$ cat src/rtl/fb_arbiter.sv
// -----------------------------------------------------------------------------
// fb_arbiter
//
// Purpose:
//   Shares one 16-bit single-port framebuffer RAM between the CPU bus and the
//   VGA row-prefetch engine. Every accepted request becomes one registered
//   memory access (ADDR cycle) followed by one acknowledge cycle (DATA cycle).
//   The arbiter always returns to IDLE between accesses, so each access takes
//   exactly three cycles. VGA wins when both sides request.
//
// Optional feature:
//   FB_ARB_FAIRNESS_EN - when defined, a saturating 4-bit starvation counter
//   forces a CPU grant after STARVE_LIMIT consecutive VGA grants made while
//   the CPU was waiting. When undefined, VGA priority is strict.
//
// Parameters:
//   STARVE_LIMIT  VGA grants with CPU pending before the CPU is forced (1-15).
//
// Ports:
//   sys_clk       in   1   system clock
//   reset         in   1   synchronous active-high reset
//   fb_access     in   1   VGA read request, held until fb_ack
//   fb_address    in  16   VGA word address
//   fb_ack        out  1   VGA completion pulse
//   fb_data       out 16   VGA read data, zero outside fb_ack
//   cpu_access    in   1   CPU request, held until cpu_ack
//   cpu_wr_en     in   1   1 = write, 0 = read
//   cpu_bytesel   in   2   CPU write byte enables ([0] = low byte)
//   cpu_address   in  16   CPU word address
//   cpu_wdata     in  16   CPU write data
//   cpu_ack       out  1   CPU completion pulse
//   cpu_rdata     out 16   CPU read data, zero outside a read ack
//   mem_address   out 16   registered RAM address
//   mem_wr_en     out  1   registered RAM write strobe
//   mem_bytesel   out  2   registered RAM byte enables
//   mem_wdata     out 16   registered RAM write data
//   mem_rdata     in  16   RAM read data (one cycle after the address)
// -----------------------------------------------------------------------------
module fb_arbiter #(
    parameter int STARVE_LIMIT = 8
) (
    input  logic        sys_clk,
    input  logic        reset,
    input  logic        fb_access,
    input  logic [15:0] fb_address,
    output logic        fb_ack,
    output logic [15:0] fb_data,
    input  logic        cpu_access,
    input  logic        cpu_wr_en,
    input  logic [1:0]  cpu_bytesel,
    input  logic [15:0] cpu_address,
    input  logic [15:0] cpu_wdata,
    output logic        cpu_ack,
    output logic [15:0] cpu_rdata,
    output logic [15:0] mem_address,
    output logic        mem_wr_en,
    output logic [1:0]  mem_bytesel,
    output logic [15:0] mem_wdata,
    input  logic [15:0] mem_rdata
);

    typedef enum logic [2:0] {
        ST_IDLE     = 3'd0,
        ST_VGA_ADDR = 3'd1,
        ST_VGA_DATA = 3'd2,
        ST_CPU_ADDR = 3'd3,
        ST_CPU_DATA = 3'd4
    } state_t;

    state_t      r_state;
    state_t      w_next_state;
    logic        w_grant_vga;
    logic        w_grant_cpu;
    logic        w_force_cpu;

    logic [15:0] r_mem_address;
    logic        r_mem_wr_en;
    logic [1:0]  r_mem_bytesel;
    logic [15:0] r_mem_wdata;
    logic        r_fb_ack;
    logic        r_cpu_ack;
    logic        r_cpu_is_wr;

    // Elaboration-time guard on the starvation limit range.
    if (STARVE_LIMIT < 1 || STARVE_LIMIT > 15) begin : g_bad_starve_limit
        $error("fb_arbiter: STARVE_LIMIT must be in 1..15");
    end

`ifdef FB_ARB_FAIRNESS_EN
    localparam logic [3:0] LP_STARVE_LIMIT = 4'(STARVE_LIMIT);

    logic [3:0] r_starve_cnt;

    assign w_force_cpu = (r_starve_cnt == LP_STARVE_LIMIT);

    // Starvation counter: counts VGA wins over a waiting CPU, saturates at 15.
    always_ff @(posedge sys_clk) begin
        if (reset) begin
            r_starve_cnt <= 4'd0;
        end else if (w_grant_cpu) begin
            r_starve_cnt <= 4'd0;
        end else if (w_grant_vga && cpu_access) begin
            if (r_starve_cnt != 4'hF) begin
                r_starve_cnt <= r_starve_cnt + 4'd1;
            end else begin
                r_starve_cnt <= r_starve_cnt;
            end
        end else if ((r_state == ST_IDLE) && !cpu_access) begin
            r_starve_cnt <= 4'd0;
        end else begin
            r_starve_cnt <= r_starve_cnt;
        end
    end
`else
    assign w_force_cpu = 1'b0;
`endif

    // FSM state register.
    always_ff @(posedge sys_clk) begin
        if (reset) begin
            r_state <= ST_IDLE;
        end else begin
            r_state <= w_next_state;
        end
    end

    // Next-state and grant decode; arbitration happens only in IDLE.
    always_comb begin
        w_next_state = r_state;
        w_grant_vga  = 1'b0;
        w_grant_cpu  = 1'b0;
        case (r_state)
            ST_IDLE: begin
                if (cpu_access && (!fb_access || w_force_cpu)) begin
                    w_next_state = ST_CPU_ADDR;
                    w_grant_cpu  = 1'b1;
                end else if (fb_access) begin
                    w_next_state = ST_VGA_ADDR;
                    w_grant_vga  = 1'b1;
                end else begin
                    w_next_state = ST_IDLE;
                end
            end
            ST_VGA_ADDR: w_next_state = ST_VGA_DATA;
            ST_VGA_DATA: w_next_state = ST_IDLE;
            ST_CPU_ADDR: w_next_state = ST_CPU_DATA;
            ST_CPU_DATA: w_next_state = ST_IDLE;
            default:     w_next_state = ST_IDLE;
        endcase
    end

    // Memory-side registers and ack pulses. The write strobe is only ever
    // loaded on a grant, so clearing it on every other cycle limits it to
    // the single ADDR cycle.
    always_ff @(posedge sys_clk) begin
        if (reset) begin
            r_mem_address <= 16'h0000;
            r_mem_wr_en   <= 1'b0;
            r_mem_bytesel <= 2'b00;
            r_mem_wdata   <= 16'h0000;
            r_fb_ack      <= 1'b0;
            r_cpu_ack     <= 1'b0;
            r_cpu_is_wr   <= 1'b0;
        end else begin
            r_fb_ack  <= (r_state == ST_VGA_ADDR);
            r_cpu_ack <= (r_state == ST_CPU_ADDR);
            if (w_grant_vga) begin
                r_mem_address <= fb_address;
                r_mem_wr_en   <= 1'b0;
                r_mem_bytesel <= 2'b11;
                r_mem_wdata   <= 16'h0000;
                r_cpu_is_wr   <= 1'b0;
            end else if (w_grant_cpu) begin
                r_mem_address <= cpu_address;
                r_mem_wr_en   <= cpu_wr_en;
                r_mem_bytesel <= cpu_bytesel;
                r_mem_wdata   <= cpu_wdata;
                r_cpu_is_wr   <= cpu_wr_en;
            end else begin
                r_mem_wr_en   <= 1'b0;
            end
        end
    end

    assign mem_address = r_mem_address;
    assign mem_wr_en   = r_mem_wr_en;
    assign mem_bytesel = r_mem_bytesel;
    assign mem_wdata   = r_mem_wdata;
    assign fb_ack      = r_fb_ack;
    assign cpu_ack     = r_cpu_ack;
    // RAM output is already registered; gating by the ack register keeps the
    // data buses at zero outside their completion cycle.
    assign fb_data     = r_fb_ack ? mem_rdata : 16'h0000;
    assign cpu_rdata   = (r_cpu_ack && !r_cpu_is_wr) ? mem_rdata : 16'h0000;

endmodule

$ cat config.mk
export PLATFORM = sky130hd
export DESIGN_NAME = fb_arbiter
export DESIGN_NICKNAME = d
export VERILOG_FILES = /design/src/rtl/fb_arbiter.sv
export SDC_FILE = /design/constraint.sdc
export NUM_CORES = 1
export LEC_CHECK = 0
export ABC_AREA = 1
export CAP_MARGIN = 20
export CORE_ASPECT_RATIO = 0.5
export CORE_MARGIN = 2
export CORE_UTILIZATION = 33
export DETAILED_ROUTE_END_ITERATION = 6
export PLACE_DENSITY = 0.89
export SLEW_MARGIN = 40
export SYNTH_ARGS = -nofsm -noshare
export SYNTH_HDL_FRONTEND = slang
export SYNTH_SLANG_ARGS = --single-unit
$ cat constraint.sdc
create_clock -name sys_clk -period 1.4 [get_ports sys_clk]
set_input_delay 0.42 -clock sys_clk [delete_from_list [all_inputs] [get_ports sys_clk]]
set_output_delay 0.42 -clock sys_clk [all_outputs]
set_load 0.02 [all_outputs]
==> qor.log, run 1 <==
[synth] post-synth net total 394
[sta] Final Critical Period 1570 ps
[floorplanning] vertical extent of the die 61.1 um
[layout] area overhead of the layout relative to synthesis 105%
[run_status] run status finished, violations left
[power_and_ir_drop] power per cell area 902 nW/um^2
[synth] post-synth design cell area 2150 sq um
[clock_tree] cts-stage hold buffer count 0
[sta] worst slew pin tran 376 ps
[setup_path] worst setup path class flip-flop to output pin
[setup_path] critical-path cell with the highest stage delay dfxtp_4
[worst_hold_path] class of the most critical hold timing path flip-flop to flip-flop
[layout] Diodes inserted 0
[clock_tree] root buf cell clkbuf_16
[synth] most repeated cell in the gate-level netlist after synthesis nand2_1
[global_routing] pin count of the biggest net entering global routing 19
[synth] Async S/R FF share, synth 0%
[sta] worst hold slack 465 ps
[run_status] failing checks setup timing
[routing] Final ANT Viol Nets 0
[routing] post-route DRC violation count 0
[global_routing] wire length of the first global-routing pass 12.9 mm
[synth] Avg Inst Size Synth 6.65 sq um
[setup_path] endpoint arrival time on the critical path 1150 ps
[clock_tree] source-to-sink clock delay at the later pin of the worst-skew pair 280 ps
[power_and_ir_drop] peak supply drop 0.000614 V
[setup_path] Worst Setup Start Kind flip-flop
[global_routing] vias in the first global route 2646
[synth] gate count after technology mapping 323
[setup_path] cell occurring most often along the worst timing path buf_6
[layout] ratio of cells with drive above 1 in the final layout 33.4%
[clock_tree] CTS tree built
[place] final HPWL from detailed placement 5.43 mm
[sta] maximum frequency from static timing analysis 638 MHz
[synth] Area contributors post-synth dfxtp_1 (38%), nand2_1 (12%), inv_1 (12%)
[power_and_ir_drop] total power after layout 3970 uW
[floorplanning] I/O pin total 140
[sta] worst setup margin -167 ps
[synth] FF+latch count, synth 41
[routing] total via count after detailed routing 2720
[floorplanning] number of core rows 20
[clock_tree] CTS sink count 41
[global_routing] antenna violations before repair 0
[layout] final design instance area without fill 4400 sq um
[clock_tree] total clock buffers created by CTS 5
[power_and_ir_drop] leakage power summed over all cells 0.00219 uW
[setup_path] family of cells with the greatest summed delay on the critical path flip-flops
[synth] Yosys warning count 0
[global_routing] GRT overflow 0
[synth] most instantiated cells after synthesis nand2_1 (71), inv_1 (70), dfxtp_1 (41)
[floorplanning] die boundary width 118 um
[sta] final clock skew 7.90 ps
[place] post-placement worst setup slack -715 ps
[setup_path] count of buffering cells on the critical path with inverters included 4
[clock_tree] number of buffers between clock root and the deepest sink 2
[synth] most used flip-flop cell after synthesis dfxtp_1
[floorplanning] area of the placeable core 6180 sq um
[place] RePlAce Congestion 0.811
[synth] number of flops mapped to enable cells by yosys 0
[place] count of input and output buffers 139
[sta] unrepaired setup endpoints after global routing yes
[sta] Setup Viol. Count Final 33
[setup_path] ordered cell list for the critical path buf_16 -> buf_6 -> nand2_4 -> inv_2 -> buf_6
[floorplanning] effective utilization at floorplan 34.8%
[setup_path] critical path fanouts, max 8
[routing] number of optimization iterations in the first detailed-route pass 4
[setup_path] Required @ worst endpoint 980 ps
[place] number of placed instances with taps included 553
[sta] Final period util 112%
[synth] Synth cell types 19
[sta] tightest slew margin relative to the limit 74.9%
[routing] routed vias/inst 4.72
[synth] post-synth top area cell dfxtp_1
[synth] area share of the largest cell type after synthesis 38.2%
[global_routing] total track usage 22.9%
[layout] final non-filler cell total 576
[sta] number of hold violations in the final report 0
[clock_tree] CTS HTree Levels 2
[clock_tree] Clk pin slew, worst setup/hold paths 60 ps
[place] cell area reported after detailed placement 3850 sq um
[synth] proportion of synthesized chip area in sequential cells 38.2%
[setup_path] Critical Path End Type output pin
[flow_run] max-cap check violation count 0
[layout] Nets 558
[routing] post-detailed-routing wire length 8.56 mm
[setup_path] delay of the slowest cell on the worst path 410 ps
[routing] DRC marker count from the first detailed-route iteration 146
[routing] routed length per instance 14.9 um
[floorplanning] overall die area 7210 sq um
[sta] fin. max-slew vios 0
==> per-layer routing <==
metal	GRT usage [%]	vias to the layer above	wire length [um]
li1	-	1328	-
met1	26.9	1263	3520
met2	44.3	112	4380
met3	3.80	17	477
met4	7.75	0	182
met5	0	-	0
==> kinds of logic (layout without fill, tap and decap cells) <==
| kind of cell | Yosys count | count (layout) | share of synthesized area, % |
|---|---|---|---|
| simple gates | 155 | 156 | 35.0 |
| buf+inv | 92 | 256 | 18.3 |
| compound gates | 35 | 35 | 8.50 |
| flops | 41 | 41 | 38.2 |
==> area by class of cell <==
| type | count | area (sq um) |
|---|---|---|
| clock buffer | 5 | 125 |
| clock inverter | 3 | 46.3 |
| fill | 445 | 1780 |
| inverter | 74 | 280 |
| multi-input combinational | 191 | 1170 |
| sequential | 41 | 828 |
| tap | 88 | 110 |
| timing repair buffer | 174 | 1840 |
==> tightest hold or removal path, stage by stage, from the launching register on <==
cell	delay, ps
dfxtp_1	310
nand2_1	60
a21oi_1	60
==> power by group <==
part | internal, uW | leakage [uW] | switching (uW)
clock network | 843 | 0.0000800 | 467
registers | 1270 | 0.000339 | 60.5
logic | 622 | 0.00177 | 710
==> path summary, 6_finish.rpt <==
kind / start / slack, ps / to / cells after the start
worst max register to register: r_state[0]$_SDFF_PP0_ / 70 / mem_address[1]$_SDFFE_PP0P_ / 7
worst min register to register: mem_wdata[15]$_SDFFE_PP0P_ / 460 / mem_wdata[15]$_SDFFE_PP0P_ / 2
worst max-delay path: fb_ack$_SDFF_PP0_ / -170 / fb_data[9] / 5
worst min-delay path: mem_wdata[15]$_SDFFE_PP0P_ / 460 / mem_wdata[15]$_SDFFE_PP0P_ / 2
==> registers in the layout, summed over array words and instances (netlist names) <==
| signal | cells |
|---|---|
| r_state | 3 |
| r_cpu_is_wr | 1 |
| fb_ack | 1 |
| mem_address | 16 |
| mem_wr_en | 1 |
| mem_wdata | 16 |
| cpu_ack | 1 |
| mem_bytesel | 2 |
==> through the flow <==
step | TNS [ps] | utilization (%)
2_1_floorplan | 0 | -
3_3_place_gp | -34420 | 62.2
3_5_place_dp | -35230 | 62.2
4_1_cts | -4540 | 69.6
5_1_grt | -5030 | 71.2
6_report | -4130 | 71.2
==> cells in the final DEF, fill, tap and decap left out, types with 18 or more instances in the layout <==
| cell type | count |
|---|---|
| a21oi_1 | 32 |
| inv_1 | 43 |
| inv_2 | 30 |
| clkdlybuf4s15_1 | 18 |
| clkdlybuf4s50_1 | 52 |
| buf_6 | 40 |
| nand2_1 | 55 |
| nand3_1 | 35 |
| nor2_4 | 19 |
| dfxtp_1 | 37 |
| dlygate4sd2_1 | 30 |
==> repair_timing <==
item	in CTS	in global routing
gates cloned	6	0
setup buffers	7	3
pin swaps	11	17
resized for setup	304	62
setup endpoints to repair	106	74
Power figures use the tool's default switching activity.
==> run 2: changes to the inputs <==
CORE_MARGIN = not set   (was 2)
==> qor.log, run 2 (synthesis gave the netlist of run 1 again) <==
[run_status] run status finished, violations left
[run_status] failing checks setup timing
[clock_tree] Clk pin slew, worst setup/hold paths 60 ps
[floorplanning] area of the placeable core 6180 sq um
[clock_tree] cts-stage hold buffer count 0
[setup_path] family of cells with the greatest summed delay on the critical path buffers and inverters
[power_and_ir_drop] part of the total power dissipated in combinational logic 32.3%
[setup_path] Worst Setup Start Kind flip-flop
[setup_path] ordered cell list for the critical path buf_16 -> buf_6 -> nand2_4 -> inv_2 -> buf_6
[routing] total via count after detailed routing 2747
[setup_path] critical path fanouts, max 8
[floorplanning] number of core rows 20
[clock_tree] source-to-sink clock delay at the later pin of the worst-skew pair 280 ps
[layout] commonest non-fill, non-tap cell in the layout nand2_1
[routing] Final ANT Viol Nets 0
[layout] final non-filler cell total 577
[floorplanning] overall die area 6860 sq um
[sta] maximum frequency from static timing analysis 634 MHz
[setup_path] worst setup path class flip-flop to output pin
[power_and_ir_drop] Sequential Power Share 32.1%
[power_and_ir_drop] cell internal power dissipation 2890 uW
[power_and_ir_drop] switching share of power 29.7%
[layout] ratio of cells with drive above 1 in the final layout 33.5%
[clock_tree] root buf cell clkbuf_16
[setup_path] Required @ worst endpoint 980 ps
[routing] routed length per instance 14.6 um
[setup_path] count of buffering cells on the critical path with inverters included 4
[clock_tree] CTS sink count 41
[power_and_ir_drop] relative contribution of the clock network to total power 35.6%
[sta] Final Critical Period 1580 ps
[setup_path] endpoint arrival time on the critical path 1160 ps
[setup_path] cell occurring most often along the worst timing path buf_6
[clock_tree] CTS tree built
[layout] count of fill cells added during filler insertion 443
[routing] routed vias/inst 4.76
[layout] Diodes inserted 0
[layout] Nets 559
[layout] area used by sequential logic in the layout 827 sq um
[routing] DRC marker count from the first detailed-route iteration 218
[place] RePlAce Congestion 0.787
[global_routing] vias in the first global route 2607
[clock_tree] CTS HTree Levels 2
[global_routing] pin count of the biggest net entering global routing 19
[setup_path] delay of the slowest cell on the worst path 420 ps
[global_routing] total track usage 23.1%
[sta] number of hold violations in the final report 0
[place] final HPWL from detailed placement 5.28 mm
[flow_run] max-cap check violation count 0
[floorplanning] die boundary width 116 um
[sta] tightest slew margin relative to the limit 75.8%
[sta] worst slew pin tran 362 ps
[routing] post-route DRC violation count 0
[layout] area overhead of the layout relative to synthesis 105%
[setup_path] Critical Path End Type output pin
[routing] number of optimization iterations in the first detailed-route pass 4
[power_and_ir_drop] leakage power summed over all cells 0.00224 uW
[power_and_ir_drop] power per cell area 933 nW/um^2
[place] count of input and output buffers 139
[sta] fin. max-slew vios 0
[sta] final clock skew 1.67 ps
[clock_tree] total clock buffers created by CTS 5
[floorplanning] effective utilization at floorplan 34.8%
[global_routing] GRT overflow 0
[layout] top library cells by usage in the layout, fill and taps aside nand2_1 (53), clkdlybuf4s50_1 (52), inv_1 (42), dlygate4sd2_1 (39), buf_6 (39)
[clock_tree] number of buffers between clock root and the deepest sink 2
[layout] area used by multi-input combinational logic 1200 sq um
[floorplanning] I/O pin total 140
[place] post-placement worst setup slack -687 ps
[routing] post-detailed-routing wire length 8.42 mm
[place] number of placed instances with taps included 554
[sta] unrepaired setup endpoints after global routing yes
[setup_path] critical-path cell with the highest stage delay dfxtp_4
[sta] worst setup margin -177 ps
[worst_hold_path] class of the most critical hold timing path flip-flop to flip-flop
[floorplanning] vertical extent of the die 59.1 um
[place] cell area reported after detailed placement 3850 sq um
[layout] Final Util 71.4%
[global_routing] antenna violations before repair 0
[global_routing] wire length of the first global-routing pass 12.1 mm
[layout] final design instance area without fill 4410 sq um
[sta] Final period util 113%
[power_and_ir_drop] peak supply drop 0.000539 V
[power_and_ir_drop] Switching Power 1220 uW
[sta] Setup Viol. Count Final 33
[sta] worst hold slack 461 ps
==> run 2: changes by cell type in the layout (fill, tap and decap cells not counted), sizes merged <==
cell           previous run  this run
clkinvlp                  1         0
nand3                    39        40
bufinv                    1         2
clkbuf                   10         8
bufbuf                    2         0
buf                      67        69
clkinv                    1         2
dlygate4sd2              30        39
clkdlybuf4s15            18        11
inv                      74        73
==> run 2: timing repair <==
item,in CTS,in global routing
gates resized for setup,315,43
setup buffers,8,2
pin swaps,10,8
endpoints found under the setup margin,106,64
gates cloned,5,0
==> run 2: path summary, 6_finish.rpt <==
kind | start | endpoint | slack (ps) | cells after the start
worst max-delay path | fb_ack$_SDFF_PP0_ | fb_data[11] | -180 | 5
worst min-delay path | mem_wdata[8]$_SDFFE_PP0P_ | mem_wdata[8]$_SDFFE_PP0P_ | 460 | 2
worst max register to register | r_state[2]$_SDFF_PP0_ | mem_address[6]$_SDFFE_PP0P_ | 30 | 7
worst min register to register | mem_wdata[8]$_SDFFE_PP0P_ | mem_wdata[8]$_SDFFE_PP0P_ | 460 | 2
==> run 2: tightest hold or removal path: cells and delay by family (launching register included) <==
family / cells / cell delay, ps
flip-flops: 1 / 300
AO/OA/AOI/OAI: 1 / 60
AND/OR/NAND/NOR: 1 / 50
==> run 2: through the flow <==
stage          TNS [ps]  power, uW
6_report          -3490       4120
5_1_grt           -4640       4280
4_1_cts           -3680       4060
3_5_place_dp     -35450       2570
3_3_place_gp     -34120       2540
2_1_floorplan         0       1970
==> run 2: cell type report <==
cell class                 instances  area share, %
timing repair buffer             174           41.0
multi-input combinational        192           27.1
sequential                        41           18.7
inverter                          74           6.32
clock buffer                       5           2.83
tap                               88           2.49
clock inverter                     3           1.47
==> run 2: layer usage <==
layer  GRT usage [%]  wire, um  part of all wire, %
met5               0         0                    0
met1            26.6      3180                   38
met3            4.29       652                  7.7
met4            7.14       115                  1.4
met2            44.0      4470                   53
==> run 2: power groups by stage <==
stage               logic, uW  registers, uW  clock network, uW
detailed placement       1220           1340                  0
finish                   1330           1320               1470
CTS                      1270           1320               1480
floorplan                 515           1450                  0
global route             1430           1330               1520
global placement         1200           1340                  0
==> run 3: changes to the inputs <==
SLEW_MARGIN = 20   (was 40)
==> results of run 3 <==
Same layout as run 2: the final DEF is identical, and so are final timing and power.
